--- src/rtl/sr_harmonic_oscillator_bank.sv ---
// sr_harmonic_oscillator_bank: time-multiplexed phase accumulators with quarter-wave sine LUT and summed composite.
// Optional SR_HARMONIC_MASK_EN adds a harmonic_mask input that excludes masked harmonics from sum_out.
module sr_harmonic_oscillator_bank #(
    parameter int WIDTH         = 18,
    parameter int FRAC          = 14,
    parameter int NUM_HARMONICS = 5,
    parameter int PHASE_W       = 17
) (
    input  logic                             clk,
    input  logic                             rst,
    input  logic                             clk_en,
    input  logic [NUM_HARMONICS*WIDTH-1:0]   omega_dt_packed,
`ifdef SR_HARMONIC_MASK_EN
    input  logic [NUM_HARMONICS-1:0]         harmonic_mask,
`endif
    output logic [NUM_HARMONICS*PHASE_W-1:0] phase_packed,
    output logic [NUM_HARMONICS*16-1:0]      sine_packed,
    output logic [WIDTH-1:0]                 sum_out,
    output logic                             sample_valid,
    output logic                             busy,
    output logic [7:0]                       overrun_count
);
    localparam int TWO_PI = int'(6.283185307179586 * real'(1 << FRAC));
    localparam int IW = NUM_HARMONICS > 1 ? $clog2(NUM_HARMONICS) : 1;
    localparam int SW = (WIDTH > PHASE_W ? WIDTH : PHASE_W) + 2;
    localparam int AW = 16 + $clog2(NUM_HARMONICS + 1) > WIDTH + 1 ? 16 + $clog2(NUM_HARMONICS + 1) : WIDTH + 1;
    localparam logic signed [SW-1:0] TP   = SW'(TWO_PI);
    localparam logic signed [SW-1:0] TP1  = SW'(TWO_PI - 1);
    localparam logic signed [AW-1:0] SMAX = AW'((1 << (WIDTH - 1)) - 1);
    localparam logic signed [AW-1:0] SMIN = ~SMAX;
    localparam logic [1:0] S_IDLE = 2'd0, S_ACC = 2'd1, S_DRAIN = 2'd2, S_OUT = 2'd3;
    localparam logic [13:0] QTAB [0:64] = '{
        14'd0,     14'd402,   14'd804,   14'd1205,  14'd1606,  14'd2005,  14'd2404,  14'd2801,
        14'd3196,  14'd3590,  14'd3981,  14'd4370,  14'd4756,  14'd5139,  14'd5519,  14'd5896,
        14'd6270,  14'd6639,  14'd7005,  14'd7366,  14'd7723,  14'd8075,  14'd8423,  14'd8765,
        14'd9102,  14'd9433,  14'd9759,  14'd10079, 14'd10393, 14'd10701, 14'd11002, 14'd11297,
        14'd11585, 14'd11865, 14'd12139, 14'd12405, 14'd12664, 14'd12915, 14'd13159, 14'd13394,
        14'd13622, 14'd13841, 14'd14052, 14'd14255, 14'd14449, 14'd14634, 14'd14810, 14'd14977,
        14'd15136, 14'd15285, 14'd15425, 14'd15556, 14'd15678, 14'd15790, 14'd15892, 14'd15985,
        14'd16068, 14'd16142, 14'd16206, 14'd16260, 14'd16304, 14'd16339, 14'd16363, 14'd16378,
        14'd16383
    };

    logic [1:0]                     state_q, state_d;
    logic [IW-1:0]                  idx_q, l_q;
    logic                           v_q, valid_q;
    logic [NUM_HARMONICS*WIDTH-1:0] omega_q;
    logic [PHASE_W-1:0]             phase_q [NUM_HARMONICS];
    logic signed [15:0]             sine_q [NUM_HARMONICS];
    logic signed [AW-1:0]           acc_q;
    logic [WIDTH-1:0]               sum_q;
    logic [7:0]                     ovr_q;
    logic signed [WIDTH-1:0]        om;
    logic signed [SW-1:0]           om_x, om_c, p;
    logic [PHASE_W-1:0]             phase_d;
    logic [PHASE_W+7:0]             prod;
    logic [7:0]                     lidx;
    logic [6:0]                     k;
    logic signed [15:0]             sine_d;
    logic signed [AW-1:0]           add_v;
`ifdef SR_HARMONIC_MASK_EN
    logic [NUM_HARMONICS-1:0]       mask_q;
`endif

    always_comb begin
        om      = omega_q[idx_q*WIDTH +: WIDTH];
        om_x    = SW'(om);
        om_c    = om_x > TP1 ? TP1 : om_x < -TP1 ? -TP1 : om_x;
        p       = $signed(SW'(phase_q[idx_q])) + om_c;
        phase_d = PHASE_W'(p >= TP ? p - TP : p < 0 ? p + TP : p);
        // 163/65536 approximates 256/TWO_PI, mapping phase onto a 256-entry full wave
        prod    = (PHASE_W+8)'(phase_q[l_q]) * (PHASE_W+8)'(163);
        lidx    = (prod >> 16) > 255 ? 8'hff : 8'(prod >> 16);
        k       = lidx[6] ? 7'd64 - {1'b0, lidx[5:0]} : {1'b0, lidx[5:0]};
        sine_d  = lidx[7] ? -$signed({2'b0, QTAB[k]}) : $signed({2'b0, QTAB[k]});
`ifdef SR_HARMONIC_MASK_EN
        add_v   = mask_q[l_q] ? '0 : AW'(sine_d);
`else
        add_v   = AW'(sine_d);
`endif
        state_d = state_q == S_IDLE  ? (clk_en ? S_ACC : S_IDLE) :
                  state_q == S_ACC   ? (idx_q == IW'(NUM_HARMONICS - 1) ? S_DRAIN : S_ACC) :
                  state_q == S_DRAIN ? S_OUT : S_IDLE;
    end

    always_ff @(posedge clk) begin
        if (rst) begin
            state_q <= S_IDLE;
            idx_q   <= '0;
            l_q     <= '0;
            v_q     <= 1'b0;
            valid_q <= 1'b0;
            omega_q <= '0;
            acc_q   <= '0;
            sum_q   <= '0;
            ovr_q   <= '0;
            for (int i = 0; i < NUM_HARMONICS; i++) begin
                phase_q[i] <= '0;
                sine_q[i]  <= '0;
            end
`ifdef SR_HARMONIC_MASK_EN
            mask_q  <= '0;
`endif
        end else begin
            state_q <= state_d;
            valid_q <= state_q == S_OUT;
            v_q     <= state_q == S_ACC;
            l_q     <= idx_q;
            if (clk_en && state_q == S_IDLE) begin
                omega_q <= omega_dt_packed;
                idx_q   <= '0;
                acc_q   <= '0;
`ifdef SR_HARMONIC_MASK_EN
                mask_q  <= harmonic_mask;
`endif
            end
            if (clk_en && state_q != S_IDLE && ovr_q != 8'hff)
                ovr_q <= ovr_q + 8'd1;
            if (state_q == S_ACC) begin
                phase_q[idx_q] <= phase_d;
                idx_q          <= idx_q == IW'(NUM_HARMONICS - 1) ? '0 : idx_q + 1'b1;
            end
            if (v_q) begin
                sine_q[l_q] <= sine_d;
                acc_q       <= acc_q + add_v;
            end
            if (state_q == S_OUT)
                sum_q <= WIDTH'(acc_q > SMAX ? SMAX : acc_q < SMIN ? SMIN : acc_q);
        end
    end

    for (genvar g = 0; g < NUM_HARMONICS; g++) begin : g_pack
        assign phase_packed[g*PHASE_W +: PHASE_W] = phase_q[g];
        assign sine_packed[g*16 +: 16]            = sine_q[g];
    end

    assign sum_out       = sum_q;
    assign sample_valid  = valid_q;
    assign busy          = state_q != S_IDLE;
    assign overrun_count = ovr_q;
endmodule
--- config.mk ---
export PLATFORM = sky130hd
export DESIGN_NAME = sr_harmonic_oscillator_bank
export DESIGN_NICKNAME = d
export VERILOG_FILES = /design/src/rtl/sr_harmonic_oscillator_bank.sv
export SDC_FILE = /design/constraint.sdc
export NUM_CORES = 1
export LEC_CHECK = 0
export ABC_CLOCK_PERIOD_IN_PS = 11540
export CORE_UTILIZATION = 35
export DETAILED_ROUTE_END_ITERATION = 7
export GPL_ROUTABILITY_DRIVEN = 0
export SLEW_MARGIN = 10
export SYNTH_ARGS = -nofsm -noshare
export SYNTH_HDL_FRONTEND = slang
export SYNTH_SLANG_ARGS = --single-unit
--- constraint.sdc ---
create_clock -name clk -period 11.54 [get_ports clk]
set_input_delay 3.462 -clock clk [delete_from_list [all_inputs] [get_ports clk]]
set_output_delay 3.462 -clock clk [all_outputs]
set_load 0.01 [all_outputs]
## After elaboration in Yosys (flattened, before gate mapping)

Memory sizes are Yosys's and may differ from the RTL's. A register that Yosys moved wholly into a read port is not among the register bits.
Cells that the tools add are included.

- Flip-flop bits (word level): 145
- RAM bits: 165
- Bits in read-only memories: 1792
- Input bits: 93
- Output and inout port bits: 193
- Logic and storage cells: 84
- Memories: 3

Memories:

| memory | depth | bits a word | read ports | clocked after memory_dff | wr ports | line | source |
|---|---|---|---|---|---|---|---|
| (name not given) | 128 | 14 | 1 | 0 | 0 | 75 | `sine_d = lidx[7] ? -$signed({2'b0, QTAB[k]}) : $signed({2'b0, QTAB[k]});` |
| phase_q | 5 | 17 | 7 | 2 | 5 | 48 | `logic [PHASE_W-1:0] phase_q [NUM_HARMONICS];` |
| sine_q | 5 | 16 | 5 | 0 | 5 | 49 | `logic signed [15:0] sine_q [NUM_HARMONICS];` |

- $add $sub $neg: 8
- $mul: 2
- $lt $le $gt $ge: 8
- Equal/unequal tests: 5
- Shift operators: 1
- Mux-type cells: 38
- Bitwise gates (word level): 1
- Reductions and logical operators: 9

Operators with widths:

| kind | count |
|---|---|
| variable part select 90 x 9 -> 18 bit | 1 |
| 2-to-1 mux 17 bit | 3 |
| 2-to-1 mux 20 bit | 2 |
| 2-to-1 mux 19 bit | 2 |
| 2-to-1 mux 18 bit | 2 |
| 2-to-1 mux 16 bit | 2 |
| 2-to-1 mux 14 bit | 2 |
| multiplier 17 x 8 -> 25 bit, second input constant | 1 |
| 2-to-1 mux 3 bit | 8 |
| adder 18 x 20 -> 20 bit | 1 |
| greater-or-equal comparator 20 x 18 -> 1 bit, second input constant | 1 |
| < comparator 20 x 1 -> 1 bit, second input constant | 1 |
| adder 19 x 16 -> 19 bit | 1 |
| > comparator 19 x 18 -> 1 bit, second input constant | 1 |
| < comparator 19 x 18 -> 1 bit, second input constant | 1 |
| > comparator 18 bit, second input constant | 1 |
| < comparator 18 bit, second input constant | 1 |
| adder 17 x 16 -> 17 bit, second input constant | 1 |
| OR reduction 17 bit | 1 |
| subtractor 17 x 16 -> 17 bit, second input constant | 1 |
| negator 14 -> 16 bit | 1 |
| OR reduction 16 bit | 1 |
| 2-to-1 mux 1 bit | 11 |
| > comparator 9 x 8 -> 1 bit, second input constant | 1 |
| 16 further kinds | 24 |

## Logic depth before layout (Yosys ltp)

- Word-level depth: 13
- Mapped depth: 50
- Depth with buffers taken out: 46

## Worst setup path after synthesis

OpenSTA, ideal clock, no wires.

- Kind: register -> register
- Start: register, netlist name l_q[0]
- End: register acc_q[17]
- Library setup time: 0.144 ns
- Data arrival time: 11.540 ns
- Required time: 11.396 ns
- Slack: -0.145 ns
- Stages on the path, launching flop included: 46
- Buffers on the path: 5
- Clock period less this slack: 11.685 ns
- Cells stage by stage: dfxtp_1 -> buf_6 -> buf_1 -> mux4_2 -> mux2_2 -> ha_1 -> ha_1 -> fa_1 -> inv_1 -> fa_1 -> inv_1 -> ha_1 -> nand4_1 -> or3_1 -> a211oi_1 -> o21ai_1 -> o22ai_1 -> ha_1 -> (+10 left out) -> mux2i_1 -> inv_1 -> ha_1 -> a21o_1 -> a21oi_1 -> o21ai_0 -> a21oi_1 -> o21ai_0 -> a21oi_1 -> o21ai_0 -> a21oi_1 -> o21ai_0 -> a21oi_1 -> o21bai_1 -> a211o_1 -> a2111oi_0 -> or4_1 -> o311ai_0

RTL lines:

| what | line | source |
|---|---|---|
| end signal: assignment | 125 | `acc_q <= acc_q + add_v;` |
| end: declaration | 50 | `logic signed [AW-1:0] acc_q;` |

==> reports/results.tsv <==
metric	value	unit
outcome	completed	
slowest_stage	a2111oi_0	
multi_input_area	12400	µm²
synth_common_cells	nor2_1 (303), nand2_1 (246), edfxtp_1 (216)	
hpwl	54500	µm
antenna_found_initial	3	
max_freq	0.0905	GHz
skew	40.2	ps
path_class	register to register	
wirelength	72900	µm
htree_levels	2	
hold_path_class	register to register	
relSlewSlack	22.1	%
yosysSeqAreaShare	41.5	%
cts-buffers-inserted	41	
synth-main-ff-cell	edfxtp_1	
placed_cell_area	26700	µm²
slew_violations	0	
nFillCells	6028	
final-seq-area	9460	µm²
finalSetupViolCount	0	
timing.critical_path.mode_cell	ha_1	
r2r-end	acc_q[18]	
rsz0062_at_grt	no	
syn_avg_cell_area	9.90	µm²
ys_ff_latch	364	
avgRoutedWirePerCell	21.2	µm
worstSetupEndpointType	register	
finalCritPeriodShare	95.8	%
clkTransAtPathRegs	60	ps
place_inst	3369	
synth_most_common_cell	nor2_1	
area_growth	23.4	%
start_util	35.4	%
io_pins	286	
clock_sinks	364	
drive_gt1_share	12.1	%
reg2reg_slack	490	ps
overflow	0	
synth_cell_types	91	
drv_cap	0	
worstSetupStartpointType	register	
whs_endpoint	omega_q[43]	
drt_iter0_drc	1954	
die_h	257	µm
drc	0	
cts_root_buf	clkbuf_16	
num_rows	93	
syn_area	22800	µm²
place_ws	-189	ps
num_vias	19237	
critical-path-max-stage-delay	640	ps
synthesis.nets	2556	
drtAntennaViolNets	0	
nets	2818	
cts_tree	done	
io_buffer_count	285	
fp.dieW	257	µm
synth_edf_count	216	
core-area	64300	µm²
crit_path_max_fanout	12	
min_from	omega_q[43]	
worst_slew_pin_slew	1170	ps
drtPass1Iterations	8	
critPathArrivalTime	11530	ps
required	12020	ps
track_usage	21.6	%
grt_max_degree	109	
period_needed	11050	ps
yosys.area.top_type	edfxtp_1	
async_reset_ff_share	0	%
fin_ws	490	ps
grt_pass1_wl	111000	µm
hold_viol_final	0	
die_area	66100	µm²
clock_latency	590	ps
grt_pass1_vias	18848	
timing.rr.start	l_q[0]	
antenna_cells	0	
worstHoldPathCells	2	
synth_top_area_share	28.5	%
cts.path.max_buffers	3	
yosys_warnings	0	
utilization	43.7	%
viasPerCell	5.59	
stdcell_area	28100	µm²
reg2regPathDepth	44	
ys_top_cells_by_area	edfxtp_1 (28%), dfxtp_1 (13%), mux4_2 (8.6%)	
netlist_instances	2300	
stdcell_count	3444	
## cells by family after synthesis
logic type,share of synthesized area (%)
adder cells (fa/ha/maj),9.75
buffers and inverters,4.56
AND/OR/NAND/NOR,14.9
multiplexers,11.5
flip-flops,41.5
XOR/XNOR,2.45
AO/OA/AOI/OAI,15.4
## worst max path at each step
| stage | end | slack [ps] | from |
|---|---|---|---|
| 4_1_cts | acc_q[18] | 90 | l_q[0] |
| 2_1_floorplan | acc_q[17] | 140 | l_q[0] |
| 5_1_grt | acc_q[18] | 30 | l_q[0] |
| 3_3_place_gp | acc_q[18] | 160 | l_q[0] |
| 3_5_place_dp | acc_q[17] | -190 | l_q[0] |
| 6_report | acc_q[18] | 490 | l_q[0] |
## cell usage in the layout (no fill, tap or decap), drive strengths merged, types with 19 or more instances in the layout
cell / n
a211oi: 32
a21oi: 181
a22oi: 20
a31oi: 29
and3: 24
buf: 62
clkbuf: 55
clkdlybuf4s50: 284
dfxtp: 148
edfxtp: 216
fa: 24
ha: 139
inv: 140
mux2: 40
mux2i: 19
mux4: 87
nand2: 246
nand2b: 26
nand3: 42
nor2: 304
nor3: 41
o21ai: 100
xnor2: 48
## per-stage QoR
stage               setup TNS [ps]  hold WS, ps
finish                           0          450
global route                     0          473
global placement                 0          440
CTS                              0          453
floorplan                        0          433
detailed placement            -269          445
## timing repair
item | in CTS | in global routing
endpoints found under the hold margin | 0 | 0
hold buffers | 0 | 0
pin swaps | 0 | 4
setup endpoints to repair | 2 | 7
gates cloned | 0 | 0
setup buffers | 0 | 5
resized for setup | 4 | 20
## final cells by class
cell class	instances	area share (%)
clock buffer	55	3.99
clock inverter	15	0.672
inverter	142	1.90
multi-input combinational	1667	44.1
sequential	364	33.7
tap	855	3.81
timing repair buffer	346	11.9
## state kept, by name (all words and copies together) (netlist names), named ones only
register and cells:
overrun_count 8, phase_q 136, acc_q 19, omega_q 90
state_q 2, idx_q 3, sample_valid 1, sum_out 18
v_q 1, sine_q 80, l_q 3
## routing by layer
layer | track usage (%) | vias up | share of wire [%]
li1 | - | 8931 | -
met2 | 35.5 | 828 | 47
met3 | 4.42 | 126 | 8.4
met4 | 6.73 | 4 | 2.6
met1 | 28.3 | 9348 | 42
met5 | 0 | - | 0.036
## critical path: cells and delay by family (launching register included)
kind                     cells  cell delay (ps)
AO/OA/AOI/OAI               15             3420
adder cells (fa/ha/maj)      9             3320
multiplexers                 4             1440
buffers and inverters        5              400
AND/OR/NAND/NOR              9             1550
XOR/XNOR                     2              430
flip-flops                   1              410
Power is left out: the tool's default activity adds up to more than one toggle a clock period on the data nets, which glitch-free logic cannot reach.
==> RTL change 1, RTL diff (same settings) <==
Build with the macro `SR_HARMONIC_MASK_EN` defined.
--- a/src/rtl/sr_harmonic_oscillator_bank.sv
+++ b/src/rtl/sr_harmonic_oscillator_bank.sv
@@ -1,4 +1,6 @@
 // sr_harmonic_oscillator_bank: time-multiplexed phase accumulators with quarter-wave sine LUT and summed composite.
 // Optional SR_HARMONIC_MASK_EN adds a harmonic_mask input that excludes masked harmonics from sum_out.
+`define SR_HARMONIC_MASK_EN
+
 module sr_harmonic_oscillator_bank #(
     parameter int WIDTH         = 18,
Ports: changed (added harmonic_mask); port bits go from 286 to 291. No check against the original RTL was run, so the function may have changed too.
==> RTL change 1 against the unedited design <==
Sequential cell count is 5 higher. Design area grew 0.42%. Area after synthesis is 0.68% lower. Wire length shrank 0.74%. Critical path depth rose by 5. Worst hold slack better by 1.9 ps. Cell count rose by 0.17%. Synthesized cell count fell by 0.43%. Setup slack got worse by 54 ps. Critical path type unchanged.
Power is not shown: default switching activity piles up to over one toggle a cycle in this logic, so the estimate is an artifact.
==> RTL change 1: results (changes against the unedited design) <==
The tools report the count of yosys warnings during synthesis as 0 (unchanged). The maximum number of pins on one net before global-route repair is 103 (-5.5%), and the ratio of cells with drive above 1 in the final layout is 12.8% (+0.78 points). Maximum fanout count along the critical path: 16 (+4). Peak per-stage delay on the critical path: 550 ps (-90 ps). The remaining number of nets flagged by the antenna check after routing was 0 (unchanged); the fill cell total of the finished layout was 5867 (-2.7%). The net count after synthesis is 2551 (-0.20%), and the clock transition at the register clock pins on the worst setup and hold paths after CTS is 60 ps (about the same). The smallest hold slack was 452 ps (+1.87 ps). The largest registers in the layout are phase_q (136), omega_q (90), sine_q (80). The kind of cell adding the most delay to the critical path is adder cells. The adder-cell share of the synthesized area is 9.81% (+0.067 points), and the net count reported at finish is 2830 (+0.43%). The number of input and output port buffers inserted came out at 290 (+1.8%). Following the worst setup path forward leads to its endpoint at acc_q[18]. Worst-case register-to-register setup slack: 440 ps (-50 ps). The number of enable-type register cells in the synthesized netlist is 216 (unchanged), and the synthesized-area fraction occupied by ao, oa, aoi and oai cells is 14.1% (-1.3 points). The tools report the number of global-route vias before repair as 18500 (-2.1%). The wire length of the first global-routing pass is 109 mm (-2.1%). After synthesis, the cell types taking the most area are sky130_fd_sc_hd__edfxtp_1 (29%), sky130_fd_sc_hd__dfxtp_1 (14%), sky130_fd_sc_hd__mux4_2 (8.6%). The remaining max-slew budget at the tightest pin was 9.10% (-13 points). The detailed-route wire length per cell was 21.0 microns (-0.91%). The CTS buffer count is 43 (+4.9%). For the number of antenna violations at the first check in global routing, the log shows 2 (-1). The worst endpoint required time is 12010 ps (about the same), and the count of unique library cells instantiated by Yosys is 96 (+5.5%).

The tools report the number of setup buffers added after CTS as 0 (unchanged). The xor/xnor share of the synthesized area is 2.62% (+0.17 points), and the number of DRC violations after detailed-routing iteration 0 is 1752 (-10%). The fraction of synthesis flops using an asynchronous set or reset pin is 0% (unchanged), and the total track usage is 21.3% (-0.30 points).

Clock insertion delay at the later pin of the skew report: 580 ps. The number of detailed-route iterations in the first pass was 7 (-1). The worst clock skew on the final layout is 29.4 ps (-10.8 ps).

The flow ran to the end, and the final reports show no timing, DRC or antenna violations. The slowest stage of the critical path is the sky130_fd_sc_hd__fa_1 cell. In this run the worst hold path is classified as flop to flop. The tools report the placed wire-length estimate as 53.6 mm (-1.7%).

Via count normalized by instance count: 5.53 (-1.0%). By count the netlist is led by sky130_fd_sc_hd__nor2_1 (329), sky130_fd_sc_hd__nand2_1 (278), sky130_fd_sc_hd__edfxtp_1 (216). Count of instances resized after the clock tree is built: 2 (-2).

The multiplexer area fraction after synthesis is 11.3% (-0.18 points). The tools report the count of final max-slew check failures as 0 (unchanged). The length in cells of the worst reg-to-reg path was 49 (+11%). The logs give 42.2% (+0.73 points) for the register area share after synthesis and 26600 sq um (-0.36%) for the post-place instance area.
-- RTL change 1: cell count changes in the layout (fill, tap and decap cells not counted), sizes merged, moves of 14 or more --
cell | before | now
nand2 | 246 | 279
o21bai | 7 | 21
a211oi | 32 | 12
a211o | 18 | 2
nor2 | 304 | 333
a21oi | 181 | 197
inv | 140 | 116
-- RTL change 1: metrics by stage --
step,worst slack (ps),cells
after floorplan,4.95,2290
after global placement,209,3356
after detailed placement,-47.2,3356
after CTS,81.3,3435
after global routing,-48.5,3449
final,435,3450
-- RTL change 1: worst min path at each step --
| stage | cells past startpoint | from | end |
|---|---|---|---|
| after floorplan | 2 | mask_q[2] | mask_q[2] |
| after global placement | 2 | omega_q[54] | omega_q[54] |
| after detailed placement | 2 | omega_q[71] | omega_q[71] |
| after CTS | 2 | omega_q[71] | omega_q[71] |
| after global routing | 2 | omega_q[32] | omega_q[32] |
| final | 2 | omega_q[62] | omega_q[62] |
-- RTL change 1: final cells by class --
type	count	area, sq um	share of cell area (%)
antenna	1	2.50	0.00887
clock buffer	53	1190	4.20
clock inverter	26	262	0.927
inverter	114	433	1.53
multi-input combinational	1677	12200	43.3
sequential	369	9560	33.9
tap	846	1060	3.75
timing repair buffer	364	3490	12.4
-- RTL change 1: metal layers --
metal / share of wire (%) / track usage, % / vias up / wire length [microns]
met5: 0.029 / 0 / - / 21
met4: 2.5 / 6.02 / 4 / 1820
met1: 43 / 28.7 / 9267 / 31100
li1: - / - / 8836 / -
met2: 46 / 34.0 / 817 / 33200
met3: 8.6 / 4.86 / 154 / 6210
-- RTL change 1: tightest hold or removal path, stage by stage, from the launching register on --
cell and delay, ps:
sky130_fd_sc_hd__dfxtp_1 310, sky130_fd_sc_hd__nand2_1 50, sky130_fd_sc_hd__a21oi_1 50
==> RTL change 2, RTL diff (config.mk and constraints unchanged) <==
Made on the original files. Put one more register stage on the output `overrun_count`, cleared by the reset. The value now appears one clock later. The other outputs are not delayed to match.
--- a/src/rtl/sr_harmonic_oscillator_bank.sv
+++ b/src/rtl/sr_harmonic_oscillator_bank.sv
@@ -138,4 +138,10 @@
     assign sample_valid  = valid_q;
     assign busy          = state_q != S_IDLE;
-    assign overrun_count = ovr_q;
+    always_ff @(posedge clk) begin
+        if (rst) begin
+            overrun_count <= '0;
+        end else begin
+            overrun_count <= ovr_q;
+        end
+    end
 endmodule
Formal check against the unedited RTL: not equivalent (Yosys sat finds a counterexample within 4 cycles, from zero or initial values and one cycle with rst high).
==> RTL change 2 against the unedited design <==
Cell count fell by 0.38%. Wire length decreased by 3.0%. Design area rose by 0.69%. Setup slack improved by 130 ps. Core utilization increased by 0.22 points. Synthesized cell count decreased by 0.43%. First-iteration DRC count fell by 8.0%. Area after synthesis increased by 0.27%. Sequential cell count increased by 8. Critical endpoint is now acc_q[17]. Highest routed layer is now met4.
Power is not shown: default switching activity piles up to over one toggle a cycle in this logic, so the estimate is an artifact.
==> RTL change 2: results (changes against the unedited design) <==
The tools report the sink of the worst hold path as omega_q[47]. The via count normalized by instance count works out to 5.48 (-2.0%). The run finished with clean final reports. The remaining max-slew budget at the tightest pin was 20.1% (-2.1 points); the net count reported at finish was 2798 (-0.71%). The CTS buffer count was 42 (+2.4%). Maximum fanout count along the critical path: 16 (+4). The maximum number of pins on one net before global-route repair came out at 110 (+0.92%). The tools report the wire length on met2 as 33.1 mm (-3.6%). The worst clock skew on the final layout was 21.5 ps (-18.7 ps). For the number of DRC violations after detailed-routing iteration 0, the log shows 1797 (-8.0%).

The met1 wire length was 30.2 mm (-1.2%). Signal routing reaches up to met4. For the net count after synthesis, the log shows 2546 (-0.39%).

The tools report the source of the worst hold timing path as omega_q[47]. The detailed-route wire length per cell is 20.6 microns (-2.6%), and the total track usage is 20.9% (-0.70 points). The number of antenna violations at the first check in global routing was 0 (-3); the placed wire-length estimate was 52.6 mm (-3.4%). Counting instances in the post-synthesis netlist gives the leading cell types as sky130_fd_sc_hd__nor2_1 (318), sky130_fd_sc_hd__nand2_1 (252), sky130_fd_sc_hd__edfxtp_1 (216). In this run the critical register-to-register path is captured at acc_q[17]. By area the synthesized netlist is led by sky130_fd_sc_hd__edfxtp_1 (28%), sky130_fd_sc_hd__dfxtp_1 (14%), sky130_fd_sc_hd__mux4_2 (8.5%).

Among all stages on the critical path, the largest delay is contributed by sky130_fd_sc_hd__fa_1. The tools report the endpoint arrival time on the critical path as 11390 ps (-140 ps). Wire length after detailed routing: 70.7 mm (-3.0%).
## RTL change 2: changes by cell type in the layout (fill, tap and decap cells not counted), sizes merged, moves of 9 or more
cell,unedited run,this run
nor2,304,321
mux2i,19,28
a211oi,32,22
a211o,18,6
o211ai,12,28
## RTL change 2: tightest hold or removal path, cell delays in order (launching register included)
cell and delay [ps]:
sky130_fd_sc_hd__dfxtp_1 300, sky130_fd_sc_hd__nand2_1 50, sky130_fd_sc_hd__a21oi_1 50
## RTL change 2: how the worst max path moves through the flow
stage / start / to / slack, ps
2_1_floorplan: l_q[0] / acc_q[18] / -50
3_3_place_gp: l_q[0] / acc_q[18] / 360
3_5_place_dp: l_q[0] / acc_q[18] / -20
4_1_cts: l_q[0] / acc_q[18] / 50
5_1_grt: l_q[0] / acc_q[17] / -110
6_report: l_q[0] / acc_q[17] / 610
## RTL change 2: kinds of logic (layout without fill, tap and decap cells)
family | Yosys count | count (layout) | share of synthesized area, %
simple gates | 776 | 776 | 15.1
compound gates | 496 | 496 | 14.1
flops | 372 | 372 | 42.1
buf+inv | 272 | 558 | 4.88
fa+ha+maj | 163 | 163 | 9.72
mux | 148 | 148 | 11.6
xor+xnor | 63 | 63 | 2.52
## RTL change 2: cell type report
type / count / area [sq um]
sequential: 372 / 9620
inverter: 141 / 538
tap: 855 / 1070
fill: 6160 / 36200
timing repair buffer: 339 / 3310
multi-input combinational: 1646 / 12300
clock inverter: 18 / 284
clock buffer: 60 / 1200
## RTL change 2: per-stage QoR
step                instance area (sq um)  utilization (%)
floorplan                           22900                -
global placement                    26700             41.4
detailed placement                  26700             41.4
CTS                                 28200             43.7
global route                        28300             43.9
finish                              28300             43.9
## RTL change 2: per-layer routing
layer | up-vias | GRT usage [%]
li1 | 8774 | -
met1 | 9186 | 27.6
met2 | 695 | 34.0
met3 | 132 | 4.66
met4 | 0 | 6.30
met5 | - | 0
## RTL change 2: what timing repair did
item	in CTS	in global routing
pin swaps	0	6
gates cloned	0	0
endpoints found under the setup margin	1	7
gates resized for setup	1	30
setup buffers	0	3
